$ cat src/rtl/detect_seq_pkg.sv
`default_nettype none
// ============================================================================
//  Module      : detect_seq_pkg
//  Description : Shared types and default sizes for the "1101" sequencing
//                controller.
//  Revision    : 1.0 - initial release
// ============================================================================
package detect_seq_pkg;

  // Controller state encoding
  typedef enum logic [2:0] {
    IDLE  = 3'd0,
    LOAD  = 3'd1,
    SHIFT = 3'd2,
    DRAIN = 3'd3,
    DONE  = 3'd4
  } dsc_state_t;

  // Default word and count widths
  localparam int C_DSC_DATA_WIDTH = 8;
  localparam int C_DSC_CNT_WIDTH  = 4;

endpackage : detect_seq_pkg
`default_nettype wire

$ cat src/rtl/moore.sv
`default_nettype none
// ============================================================================
//  Module      : moore
//  Description : Bit-serial Moore detector for the overlapping pattern "1101".
//                o is high for the cycle after the final '1' is sampled.
//                n_rst is a synchronous active-low history clear.
//  Revision    : 1.0 - initial release
// ============================================================================
module moore (
  input  logic clk,
  input  logic n_rst,
  input  logic i,
  output logic o
);

  typedef enum logic [2:0] {
    S_0    = 3'd0,
    S_1    = 3'd1,
    S_11   = 3'd2,
    S_110  = 3'd3,
    S_1101 = 3'd4
  } moore_state_t;

  moore_state_t r_state;
  moore_state_t w_state_nxt;

  // State register with synchronous history clear
  always_ff @(posedge clk) begin
    if (!n_rst) begin
      r_state <= S_0;
    end else begin
      r_state <= w_state_nxt;
    end
  end

  // Next-state: after a match, a trailing '1' leaves suffix "11" pending
  always_comb begin
    w_state_nxt = r_state;
    unique case (r_state)
      S_0:     w_state_nxt = i ? S_1  : S_0;
      S_1:     w_state_nxt = i ? S_11 : S_0;
      S_11:    w_state_nxt = i ? S_11 : S_110;
      S_110:   w_state_nxt = i ? S_1101 : S_0;
      S_1101:  w_state_nxt = i ? S_11 : S_0;
      default: w_state_nxt = S_0;
    endcase
  end

  assign o = (r_state == S_1101);

endmodule : moore
`default_nettype wire

$ cat src/rtl/detect_seq_ctrl.sv
`default_nettype none
// ============================================================================
//  Module      : detect_seq_ctrl
//  Description : Accepts a word over valid/ready, clears the "1101" detector,
//                streams the word into it MSB-first and returns a saturating
//                per-word match count over a second valid/ready handshake.
//  Revision    : 1.0 - initial release
// ============================================================================
module detect_seq_ctrl
  import detect_seq_pkg::*;
#(
  parameter int DATA_WIDTH = C_DSC_DATA_WIDTH,
  parameter int CNT_WIDTH  = C_DSC_CNT_WIDTH
) (
  input  logic                  clk,
  input  logic                  rst,
  input  logic                  in_valid,
  input  logic [DATA_WIDTH-1:0] in_data,
  output logic                  in_ready,
  output logic                  out_valid,
  output logic [CNT_WIDTH-1:0]  out_count,
  input  logic                  out_ready,
  output logic                  busy
);

  localparam int BW = $clog2(DATA_WIDTH + 1);
  localparam logic [BW-1:0]        C_LAST_BIT = BW'(DATA_WIDTH - 1);
  localparam logic [CNT_WIDTH-1:0] C_CNT_MAX  = {CNT_WIDTH{1'b1}};

  dsc_state_t            r_state;
  dsc_state_t            w_state_nxt;
  logic [DATA_WIDTH-1:0] r_shift;
  logic [BW-1:0]         r_bit_cnt;
  logic [CNT_WIDTH-1:0]  r_count;
  logic                  r_det_nrst;
  logic                  w_det_nrst;
  logic                  w_det_i;
  logic                  w_det_o;
  logic                  w_accept;
  logic                  w_count_en;

  assign w_accept = (r_state == IDLE) && in_valid;

  // Detector output lags its input by one cycle, so SHIFT bit 0 reflects
  // cleared history and the last bit's response appears in DRAIN.
  assign w_count_en = w_det_o &&
                      (((r_state == SHIFT) && (r_bit_cnt != '0)) ||
                       (r_state == DRAIN));

  // FSM state register
  always_ff @(posedge clk) begin
    if (rst) begin
      r_state <= IDLE;
    end else begin
      r_state <= w_state_nxt;
    end
  end

  // FSM next-state logic
  always_comb begin
    w_state_nxt = r_state;
    unique case (r_state)
      IDLE:    if (in_valid) w_state_nxt = LOAD;
      LOAD:    w_state_nxt = SHIFT;
      SHIFT:   if (r_bit_cnt == C_LAST_BIT) w_state_nxt = DRAIN;
      DRAIN:   w_state_nxt = DONE;
      DONE:    if (out_ready) w_state_nxt = IDLE;
      default: w_state_nxt = IDLE;
    endcase
  end

  // Word capture, serialisation and saturating match counter
  always_ff @(posedge clk) begin
    if (rst) begin
      r_shift   <= '0;
      r_bit_cnt <= '0;
      r_count   <= '0;
    end else if (w_accept) begin
      r_shift   <= in_data;
      r_bit_cnt <= '0;
      r_count   <= '0;
    end else begin
      if (r_state == SHIFT) begin
        r_shift   <= {r_shift[DATA_WIDTH-2:0], 1'b0};
        r_bit_cnt <= r_bit_cnt + BW'(1);
      end
      if (w_count_en && (r_count != C_CNT_MAX)) begin
        r_count <= r_count + CNT_WIDTH'(1);
      end
    end
  end

  // Dedicated detector clear flop: low across LOAD, released into SHIFT bit 0
  always_ff @(posedge clk) begin
    if (rst) begin
      r_det_nrst <= 1'b0;
    end else if (w_accept) begin
      r_det_nrst <= 1'b0;
    end else if (r_state == LOAD) begin
      r_det_nrst <= 1'b1;
    end
  end

  // Hold the detector cleared for the whole time rst is asserted
  assign w_det_nrst = r_det_nrst & ~rst;
  assign w_det_i    = (r_state == SHIFT) ? r_shift[DATA_WIDTH-1] : 1'b0;

  moore u_moore (
    .clk   (clk),
    .n_rst (w_det_nrst),
    .i     (w_det_i),
    .o     (w_det_o)
  );

  assign in_ready  = (r_state == IDLE);
  assign out_valid = (r_state == DONE);
  assign busy      = (r_state != IDLE);
  assign out_count = r_count;

endmodule : detect_seq_ctrl
`default_nettype wire

$ cat config.mk
export PLATFORM = sky130hd
export DESIGN_NAME = detect_seq_ctrl
export DESIGN_NICKNAME = d
export VERILOG_FILES = /design/src/rtl/detect_seq_pkg.sv /design/src/rtl/moore.sv /design/src/rtl/detect_seq_ctrl.sv
export SDC_FILE = /design/constraint.sdc
export NUM_CORES = 1
export LEC_CHECK = 0
export ABC_CLOCK_PERIOD_IN_PS = 2200
export BUFFER_PORTS_ARGS = -buffer_cell sky130_fd_sc_hd__buf_2
export CAP_MARGIN = 20
export CELL_PAD_IN_SITES_DETAIL_PLACEMENT = 1
export CELL_PAD_IN_SITES_GLOBAL_PLACEMENT = 1
export CORE_MARGIN = 2
export CORE_UTILIZATION = 35
export DETAILED_ROUTE_END_ITERATION = 7
export GPL_ROUTABILITY_DRIVEN = 0
export GPL_TIMING_DRIVEN = 0
export PLACE_DENSITY = 0.67
export SLEW_MARGIN = 20
export SYNTH_ARGS = -nofsm -noshare
export SYNTH_HDL_FRONTEND = slang
export SYNTH_SLANG_ARGS = --single-unit
$ cat constraint.sdc
create_clock -name clk -period 2.2 [get_ports clk]
set_input_delay 0.44 -clock clk [delete_from_list [all_inputs] [get_ports clk]]
set_output_delay 0.44 -clock clk [all_outputs]
set_load 0.01 [all_outputs]
==> impl_metrics.ini, run 1 <==
[outcome]
status = finished clean

[floorplanning]
die_x_um = 60.5
io_pins = 19
initial_core_util_pct = 36.6
core_area_mm2 = 0.00305
row_count = 20
dieArea_mm2 = 0.00366
die_y_um = 60.5

[clock_tree]
cts.clk_slew.worst_paths_ns = 0.14
cts_setup_buffers = 0
htree_levels = 1
clock_path_buffers = 2
hold_buffers = 0
clock_sinks = 23
cts_buffers = 3
clockRootBuffer = clkbuf_4
insertion_delay_ns = 0.31
cts_resized = 0
tritoncts = built

[sta]
fin_crit_sh_pct = 84.5
finalClockSkew_ns = 0.0105
slew_violations = 0
whs_ns = 0.325
worstMarginPinSlew_ns = 0.525
setup_viol_count_final = 0
post-route-min-period_ns = 1.86
slew_headroom_pct = 64.5
finalHoldViolCount = 0
rsz0062_at_grt = false
fin_tns_setup_ns = 0
max_freq_mhz = 538

[worst_hold_path]
hold_path.class = input pin to flop
min-delay-start = rst
hold_depth = 2
min_to = r_state[0]

[yosys]
syn-instance-count = 118
avgSynthCellArea_um2 = 9.47
synth_area_leaders = dfxtp_1 (41%), mux2i_1 (7.2%), nor2_1 (6.4%), a211oi_1 (4.0%), ha_1 (3.4%)
ys_top_cells_by_count = dfxtp_1 (23), nor2_1 (19), mux2i_1 (8)
synth_top_area_share_pct = 41.2
synthFlopType = dfxtp_1
synth-seq-area-share_pct = 41.2
synth_most_common_cell = dfxtp_1
ys_async_sr_fraction_pct = 0
ys.warnings.count = 0
synth_fp_nets = 133
synth_seq_cells = 23
synth_edf_count = 0
synth_cell_type_count = 34
netlist_area_mm2 = 0.00112
synth_top_cell_by_area = dfxtp_1

[job]
drv_cap = 0

[pwr]
switching_power_mw = 0.218
power_density_mw_per_mm2 = 617
internal_power_mw = 0.578
p_leak_nw = 0.502
pwr-share-comb_pct = 18.4
vdd_drop_max_mv = 0.225
p_total_mw = 0.796
swShare_pct = 27.4
pwr-share-seq_pct = 56.7
clkPwrFrac_pct = 24.9

[route]
wl_per_cell_um = 12.2
drtPass1Iterations = 4
antenna_left = 0
via_count = 898
via_per_inst = 4.88
routed_wl_um = 2240
dr.first_iter.drc_count = 32
drc_errors = 0

[worst_setup_path]
crit_type = flop to flop
crit_required_ns = 2.41
startpoint_type = flop
worst_r2r_path_depth = 6
arrival_ns = 2.07
cp-end-kind = flop
r2r_slack_ns = 0.34
critPathMaxFanout = 4
r2r-start = r_bit_cnt[0]
r2r_end = out_count[3]

[placement]
numPortBuffers = 18
place_hpwl_um = 1710
dp.cells = 180

[layout]
fillCellCount = 382
drive_above_1_share_pct = 25.0
fin_nets = 156
final_cells = 184
diodes = 0
final_core_util_pct = 42.3
syn_to_final_growth_pct = 15.5

[global_route]
grt_pass1_vias = 868
grt_pass1_wl_um = 3820
antenna_found_initial = 0
overflow = 0
track_usage_pct = 13.6
grt_max_degree = 14
-- layer usage --
| layer | track usage [%] | part of all wire [%] |
|---|---|---|
| met2 | 21.7 | 48 |
| met4 | 5.59 | 0 |
| met5 | 0 | 0 |
| met3 | 2.77 | 2.9 |
| met1 | 18.1 | 49 |
-- how the worst max path moves through the flow --
stage	start	to
floorplan	r_bit_cnt[0]	out_count[3]
global placement	r_bit_cnt[0]	out_count[3]
detailed placement	r_bit_cnt[0]	out_count[3]
CTS	r_bit_cnt[0]	out_count[3]
global route	r_bit_cnt[0]	out_count[3]
finish	r_bit_cnt[0]	out_count[3]
-- state kept, by name, indices dropped and copies added, names as in the netlist --
signal and count:
r_bit_cnt 4, r_shift 8, u_moore.r_state 3, r_det_nrst 1, r_state 3, out_count 4
-- critical path, stage by stage, from the launching register on --
cell     delay, ns
dfxtp_1       0.41
inv_1         0.07
ha_1          0.20
nor4b_1       0.17
nor4_2        0.40
nand4_1       0.19
mux2_4        0.33
-- through the flow --
step,instance area [µm²],setup WS (ns)
3_5_place_dp,1260,0.343
5_1_grt,1290,0.224
6_report,1290,0.342
2_1_floorplan,1120,0.537
3_3_place_gp,1260,0.410
4_1_cts,1290,0.328
-- layout make-up --
cell class                      instances  area [µm²]  area share, %
Buffer                                  8        63.8           4.95
Tap cell                               44        55.1           4.27
Clock buffer                            3        22.5           1.75
Inverter                                4        15.0           1.16
Multi-Input combinational cell         83         578           44.8
Sequential cell                        23         460           35.7
Clock inverter                          1        5.00          0.388
Timing Repair Buffer                   18        90.1           6.98
-- power by group through the flow --
stage | clock network [mW] | logic, mW | registers (mW)
finish | 0.198 | 0.147 | 0.451
CTS | 0.213 | 0.150 | 0.451
global placement | 0 | 0.145 | 0.460
floorplan | 0 | 0.112 | 0.457
global route | 0.224 | 0.164 | 0.453
detailed placement | 0 | 0.150 | 0.460
-- logic make-up (layout without fill, tap and decap cells) --
group	Yosys count	count (layout)	synth area share (%)
AO/OA/AOI/OAI	15	15	8.73
XOR/XNOR	7	7	5.49
adder cells (fa/ha/maj)	3	3	3.36
buffers and inverters	12	34	7.05
flip-flops	23	23	41.2
multiplexers	9	9	8.51
AND/OR/NAND/NOR	49	49	25.6
-- layout by cell type (no fill, tap or decap), drive strengths merged, types with 4 or more instances in the layout --
| cell | Yosys | routed |
|---|---|---|
| nor2 | 20 | 20 |
| a211oi | 6 | 6 |
| xnor2 | 4 | 4 |
| mux2i | 8 | 8 |
| nor4 | 4 | 4 |
| dfxtp | 23 | 23 |
| nand2 | 6 | 6 |
| a21oi | 7 | 7 |
| buf | 8 | 26 |
| inv | 4 | 4 |
(Power assumes the default switching activity.)
==> inputs of run 2 (changes only) <==
--- a/config.mk
+++ b/config.mk
@@ -5,7 +5,7 @@
 export SDC_FILE = /design/constraint.sdc
 export NUM_CORES = 1
 export LEC_CHECK = 0
-export ABC_CLOCK_PERIOD_IN_PS = 2200
+export ABC_CLOCK_PERIOD_IN_PS = 1700
 export BUFFER_PORTS_ARGS = -buffer_cell sky130_fd_sc_hd__buf_2
 export CAP_MARGIN = 20
 export CELL_PAD_IN_SITES_DETAIL_PLACEMENT = 1
@@ -15,7 +15,7 @@
 export DETAILED_ROUTE_END_ITERATION = 7
 export GPL_ROUTABILITY_DRIVEN = 0
 export GPL_TIMING_DRIVEN = 0
-export PLACE_DENSITY = 0.67
+export PLACE_DENSITY = 0.7
 export SLEW_MARGIN = 20
 export SYNTH_ARGS = -nofsm -noshare
 export SYNTH_HDL_FRONTEND = slang
==> constraint.sdc (replaced) <==
create_clock -name clk -period 1.7 [get_ports clk]
set_input_delay 0.34 -clock clk [delete_from_list [all_inputs] [get_ports clk]]
set_output_delay 0.34 -clock clk [all_outputs]
set_load 0.01 [all_outputs]
==> run 2 against run 1 <==
Combinational power up 36%; sequential cell count unchanged; via count up 1.0%; largest power group unchanged.
==> impl_metrics.ini, run 2 (synthesis gave the netlist of run 1 again) <==
[outcome]
status = finished clean

[worst_hold_path]
hold_path.class = input pin to flop
min-delay-start = rst

[global_route]
antenna_found_initial = 0
overflow = 0
grt_max_degree = 14
grt_pass1_wl_um = 3990
grt_pass1_vias = 865
track_usage_pct = 14.8

[sta]
fin_crit_sh_pct = 96.5
worstMarginPinSlew_ns = 0.516
post-route-min-period_ns = 1.64
postLayoutSetupSlackWorst_ns = 0.0600
max_freq_mhz = 610
setup_viol_count_final = 0
finalClockSkew_ns = 0.00209
whs_ns = 0.243
rsz0062_at_grt = false
slew_violations = 0
fin_tns_setup_ns = 0
slew_headroom_pct = 65.6
finalHoldViolCount = 0

[layout]
drive_above_1_share_pct = 31.0
mostFrequentLayoutCells = dfxtp_1 (22), buf_2 (19), nor2_1 (18)
fin_nets = 158
syn_to_final_growth_pct = 20.0
diodes = 0
final_common_cell = dfxtp_1
fillCellCount = 382
top_register = r_shift
design_area_mm2 = 0.00134
largest_register_ffs = 8
multi_input_area_um2 = 616
final-seq-area_um2 = 462

[route]
via_per_inst = 4.88
routed_wl_um = 2340
antenna_left = 0
via_count = 907
drtPass1Iterations = 4
drc_errors = 0
dr.first_iter.drc_count = 24
wl_per_cell_um = 12.6

[pwr]
p_total_mw = 1.05
pwr-share-seq_pct = 56.2
vdd_drop_max_mv = 0.318
p_leak_nw = 0.522
switching_power_mw = 0.295
swShare_pct = 28.1
clkPwrFrac_pct = 24.8
internal_power_mw = 0.756
pwr-share-comb_pct = 19.0
power_density_mw_per_mm2 = 783

[placement]
numPortBuffers = 18
placed_area_mm2 = 0.00126
place_hpwl_um = 1730
place_ws_ns = -0.103

[clock_tree]
cts.clk_slew.worst_paths_ns = 0.13
clockRootBuffer = clkbuf_4
cts_buffers = 3
tritoncts = built
insertion_delay_ns = 0.32
clock_path_buffers = 2
clock_sinks = 23
htree_levels = 1

[worst_setup_path]
startpoint_type = flop
cp-startpoint = r_state[0]
critPathMaxFanout = 9
crit_required_ns = 1.92
cp-end-kind = flop
crit_type = flop to flop
arrival_ns = 1.86
max_stage_delay_ns = 0.54
crit_path_top_delay_cell = or4b_4
path_cells = or4b_4 > buf_6 > nand2b_4 > nor2_1 > mux2_4
r2r-start = r_state[0]

[floorplanning]
core_area_mm2 = 0.00305
io_pins = 19
dieArea_mm2 = 0.00366
initial_core_util_pct = 36.6
die_x_um = 60.5
row_count = 20
die_y_um = 60.5

[job]
drv_cap = 0
==> run 2: changes by cell type in the layout (fill, tap and decap cells not counted), sizes merged <==
cell	change
buf	+2
==> run 2: path summary, 6_finish.rpt <==
kind	slack (ns)	endpoint	depth (start not counted)
setup reg to reg	0.06	out_count[3]	5
setup / recovery	0.06	out_count[3]	5
hold reg to reg	0.50	r_shift[1]	2
hold / removal	0.24	r_state[0]	2
==> run 2: worst max-delay path: cells and delay by family (launching register included) <==
kind	cells	cell delay [ns]
and+or+nand+nor	3	0.68
DFF	1	0.47
buffers and inverters	1	0.15
muxes	1	0.24
==> run 2: final cells by class <==
cell class,count,area share (%)
well taps,44,4.10
clock inverters,1,0.373
inverters,4,1.12
flip-flops and latches,23,34.4
plain buffers,6,3.45
multi-input cells,83,45.9
clock buffers,3,1.68
repair buffers,22,8.96
==> run 2: through the flow <==
step           utilization [%]  std cells
2_1_floorplan                -        118
3_3_place_gp              41.4        180
3_5_place_dp              41.4        180
4_1_cts                   42.6        184
5_1_grt                   43.9        186
6_report                  43.9        186
==> run 2: what timing repair did <==
| action | 4_1_cts | 5_1_grt |
|---|---|---|
| gates resized for setup | 2 | 8 |
| setup endpoints to repair | 1 | 11 |
| pin swaps | 1 | 0 |
| hold buffers | 0 | 0 |
| buffers inserted | 2 | 2 |
==> run 2: power groups by stage <==
stage	Sequential (mW)	Combinational [mW]	Clock (mW)
6_report	0.590	0.200	0.261
5_1_grt	0.595	0.221	0.293
4_1_cts	0.589	0.186	0.268
3_5_place_dp	0.595	0.193	0
3_3_place_gp	0.594	0.187	0
2_1_floorplan	0.591	0.145	0
==> run 2: metal layers <==
layer	global-route usage [%]	share of wire (%)
met1	19.7	48
met2	23.3	47
met3	3.20	3.0
met4	6.52	1.9
met5	0	0
==> inputs of run 3 (changes only) <==
--- a/config.mk
+++ b/config.mk
@@ -10,8 +10,10 @@
 export CAP_MARGIN = 20
 export CELL_PAD_IN_SITES_DETAIL_PLACEMENT = 1
 export CELL_PAD_IN_SITES_GLOBAL_PLACEMENT = 1
+export CORE_ASPECT_RATIO = 2
 export CORE_MARGIN = 2
 export CORE_UTILIZATION = 35
+export CTS_CLUSTER_DIAMETER = 30
 export DETAILED_ROUTE_END_ITERATION = 7
 export GPL_ROUTABILITY_DRIVEN = 0
 export GPL_TIMING_DRIVEN = 0
==> run 3 against run 2 <==
First-iteration DRC count fell by 83%; via count up 1.1%; final area grew 1.3%; non-clock buffer count up 3; hold slack improved by 0.070 ns; sequential share of layout area down 0.35 points; combinational power increased by 3%; critical path depth unchanged; total power up 7.5%; utilization down 0.39 points; critical path type unchanged.
==> impl_metrics.ini, run 3 (synthesis gave the netlist of run 1 again) <==
[worst_setup_path]
critPathMaxFanout = 9
crit_required_ns = 1.86
startpoint_type = flop
crit_type = flop to flop
critical_path_buf_inv_count = 1
max_stage_delay_ns = 0.60
path_cells = buf_4 > or4b_4 > nand2b_4 > nor2_1 > mux2_4
r2r_slack_ns = 0.08
cp-end-kind = flop
arrival_ns = 1.77
crit_path_top_delay_cell = or4b_4
critPathTopFamily = simple AND/OR/NAND/NOR gates

[clock_tree]
insertion_delay_ns = 0.26
htree_levels = 1
clockRootBuffer = clkbuf_8
clock_sinks = 23
hold_buffers = 0
tritoncts = built
cts.clk_slew.worst_paths_ns = 0.08
clock_path_buffers = 2
cts_buffers = 3

[route]
wl_per_cell_um = 14.7
via_count = 917
routed_wl_um = 2590
drc_errors = 0
antenna_left = 0
dr.first_iter.drc_count = 4
via_per_inst = 5.21
drtPass1Iterations = 2

[pwr]
pwr-share-seq_pct = 51.8
clkPwrFrac_pct = 30.0
vdd_drop_max_mv = 0.587
pwr-share-comb_pct = 18.2
internal_power_mw = 0.836
p_leak_nw = 0.534
swShare_pct = 25.9
switching_power_mw = 0.292
power_density_mw_per_mm2 = 831

[layout]
mostFrequentLayoutCells = dfxtp_1 (21), buf_2 (20), nor2_1 (19)
fillCellCount = 373
drive_above_1_share_pct = 30.3
final_common_cell = dfxtp_1
final_core_util_pct = 43.5
top_register = r_shift
fin_nets = 161
syn_to_final_growth_pct = 21.6
largest_register_ffs = 8
design_area_mm2 = 0.00136
diodes = 0

[global_route]
grt_max_degree = 13
grt_pass1_vias = 957
grt_pass1_wl_um = 4360
use_met2_pct = 30.1
use_met1_pct = 15.7
overflow = 0
antenna_found_initial = 0
use_met3_pct = 2.60
top_usage_layer = met2
track_usage_pct = 16.0

[sta]
postLayoutSetupSlackWorst_ns = 0.0820
finalClockSkew_ns = 0.00151
worstMarginPinSlew_ns = 0.492
rsz0062_at_grt = true
setup_viol_count_final = 0
post-route-min-period_ns = 1.62
finalHoldViolCount = 0
fin_crit_sh_pct = 95.2
slew_headroom_pct = 67.2
max_freq_mhz = 618
slew_violations = 0

[outcome]
status = finished clean

[floorplanning]
die_y_um = 83.9
row_count = 29
initial_core_util_pct = 35.8
die_x_um = 44.0
core_area_mm2 = 0.00312
dieArea_mm2 = 0.00369
io_pins = 19

[placement]
numPortBuffers = 18
place_hpwl_um = 1990
placed_area_mm2 = 0.00125
place_ws_ns = -0.176

[job]
drv_cap = 0

[worst_hold_path]
hold_path.class = input pin to flop
-- run 3: cell count changes in the layout (fill, tap and decap cells not counted), sizes merged --
cell	change
clkinv	-1
clkbuf	+2
buf	+2
-- run 3: final cells by class --
type	count	area, µm²	share of cell area, %
multi-input combinational	83	614	45.2
sequential	23	463	34.1
timing repair buffer	25	143	10.5
clock buffer	4	45.0	3.31
buffer	6	40.0	2.95
tap	31	38.8	2.85
inverter	4	15.0	1.10
-- run 3: through the flow --
stage               std cells  TNS [ns]  power [mW]  hold WS, ns
floorplan                 118         0       0.736        0.417
global placement          167    -0.124       0.784        0.451
detailed placement        167    -0.176       0.791        0.468
CTS                       171         0        1.13        0.303
global route              176  -0.00416        1.20        0.298
finish                    176         0        1.13        0.313
-- run 3: path summary, 6_finish.rpt --
check,startpoint,end,cells past startpoint
setup / recovery,r_state[1],out_count[3],5
hold reg to reg,r_det_nrst,r_det_nrst,2
hold / removal,rst,r_state[0],2
setup reg to reg,r_state[1],out_count[3],5
-- run 3: routing by layer --
layer  routed length (µm)  share of wire (%)
met2                 1510                 59
met5                    0                  0
met3                   77                3.0
met1                  939                 36
met4                   55                2.1
-- run 3: repair_timing --
action	CTS	global route
setup buffers	2	5
pin swaps	2	1
resized for setup	2	5
setup endpoints to repair	1	6
-- run 3: power by group through the flow --
| stage | Sequential [mW] | Clock (mW) | Combinational, mW |
|---|---|---|---|
| 2_1_floorplan | 0.591 | 0 | 0.145 |
| 3_3_place_gp | 0.597 | 0 | 0.188 |
| 3_5_place_dp | 0.598 | 0 | 0.194 |
| 4_1_cts | 0.585 | 0.354 | 0.189 |
| 5_1_grt | 0.587 | 0.380 | 0.233 |
| 6_report | 0.585 | 0.338 | 0.206 |
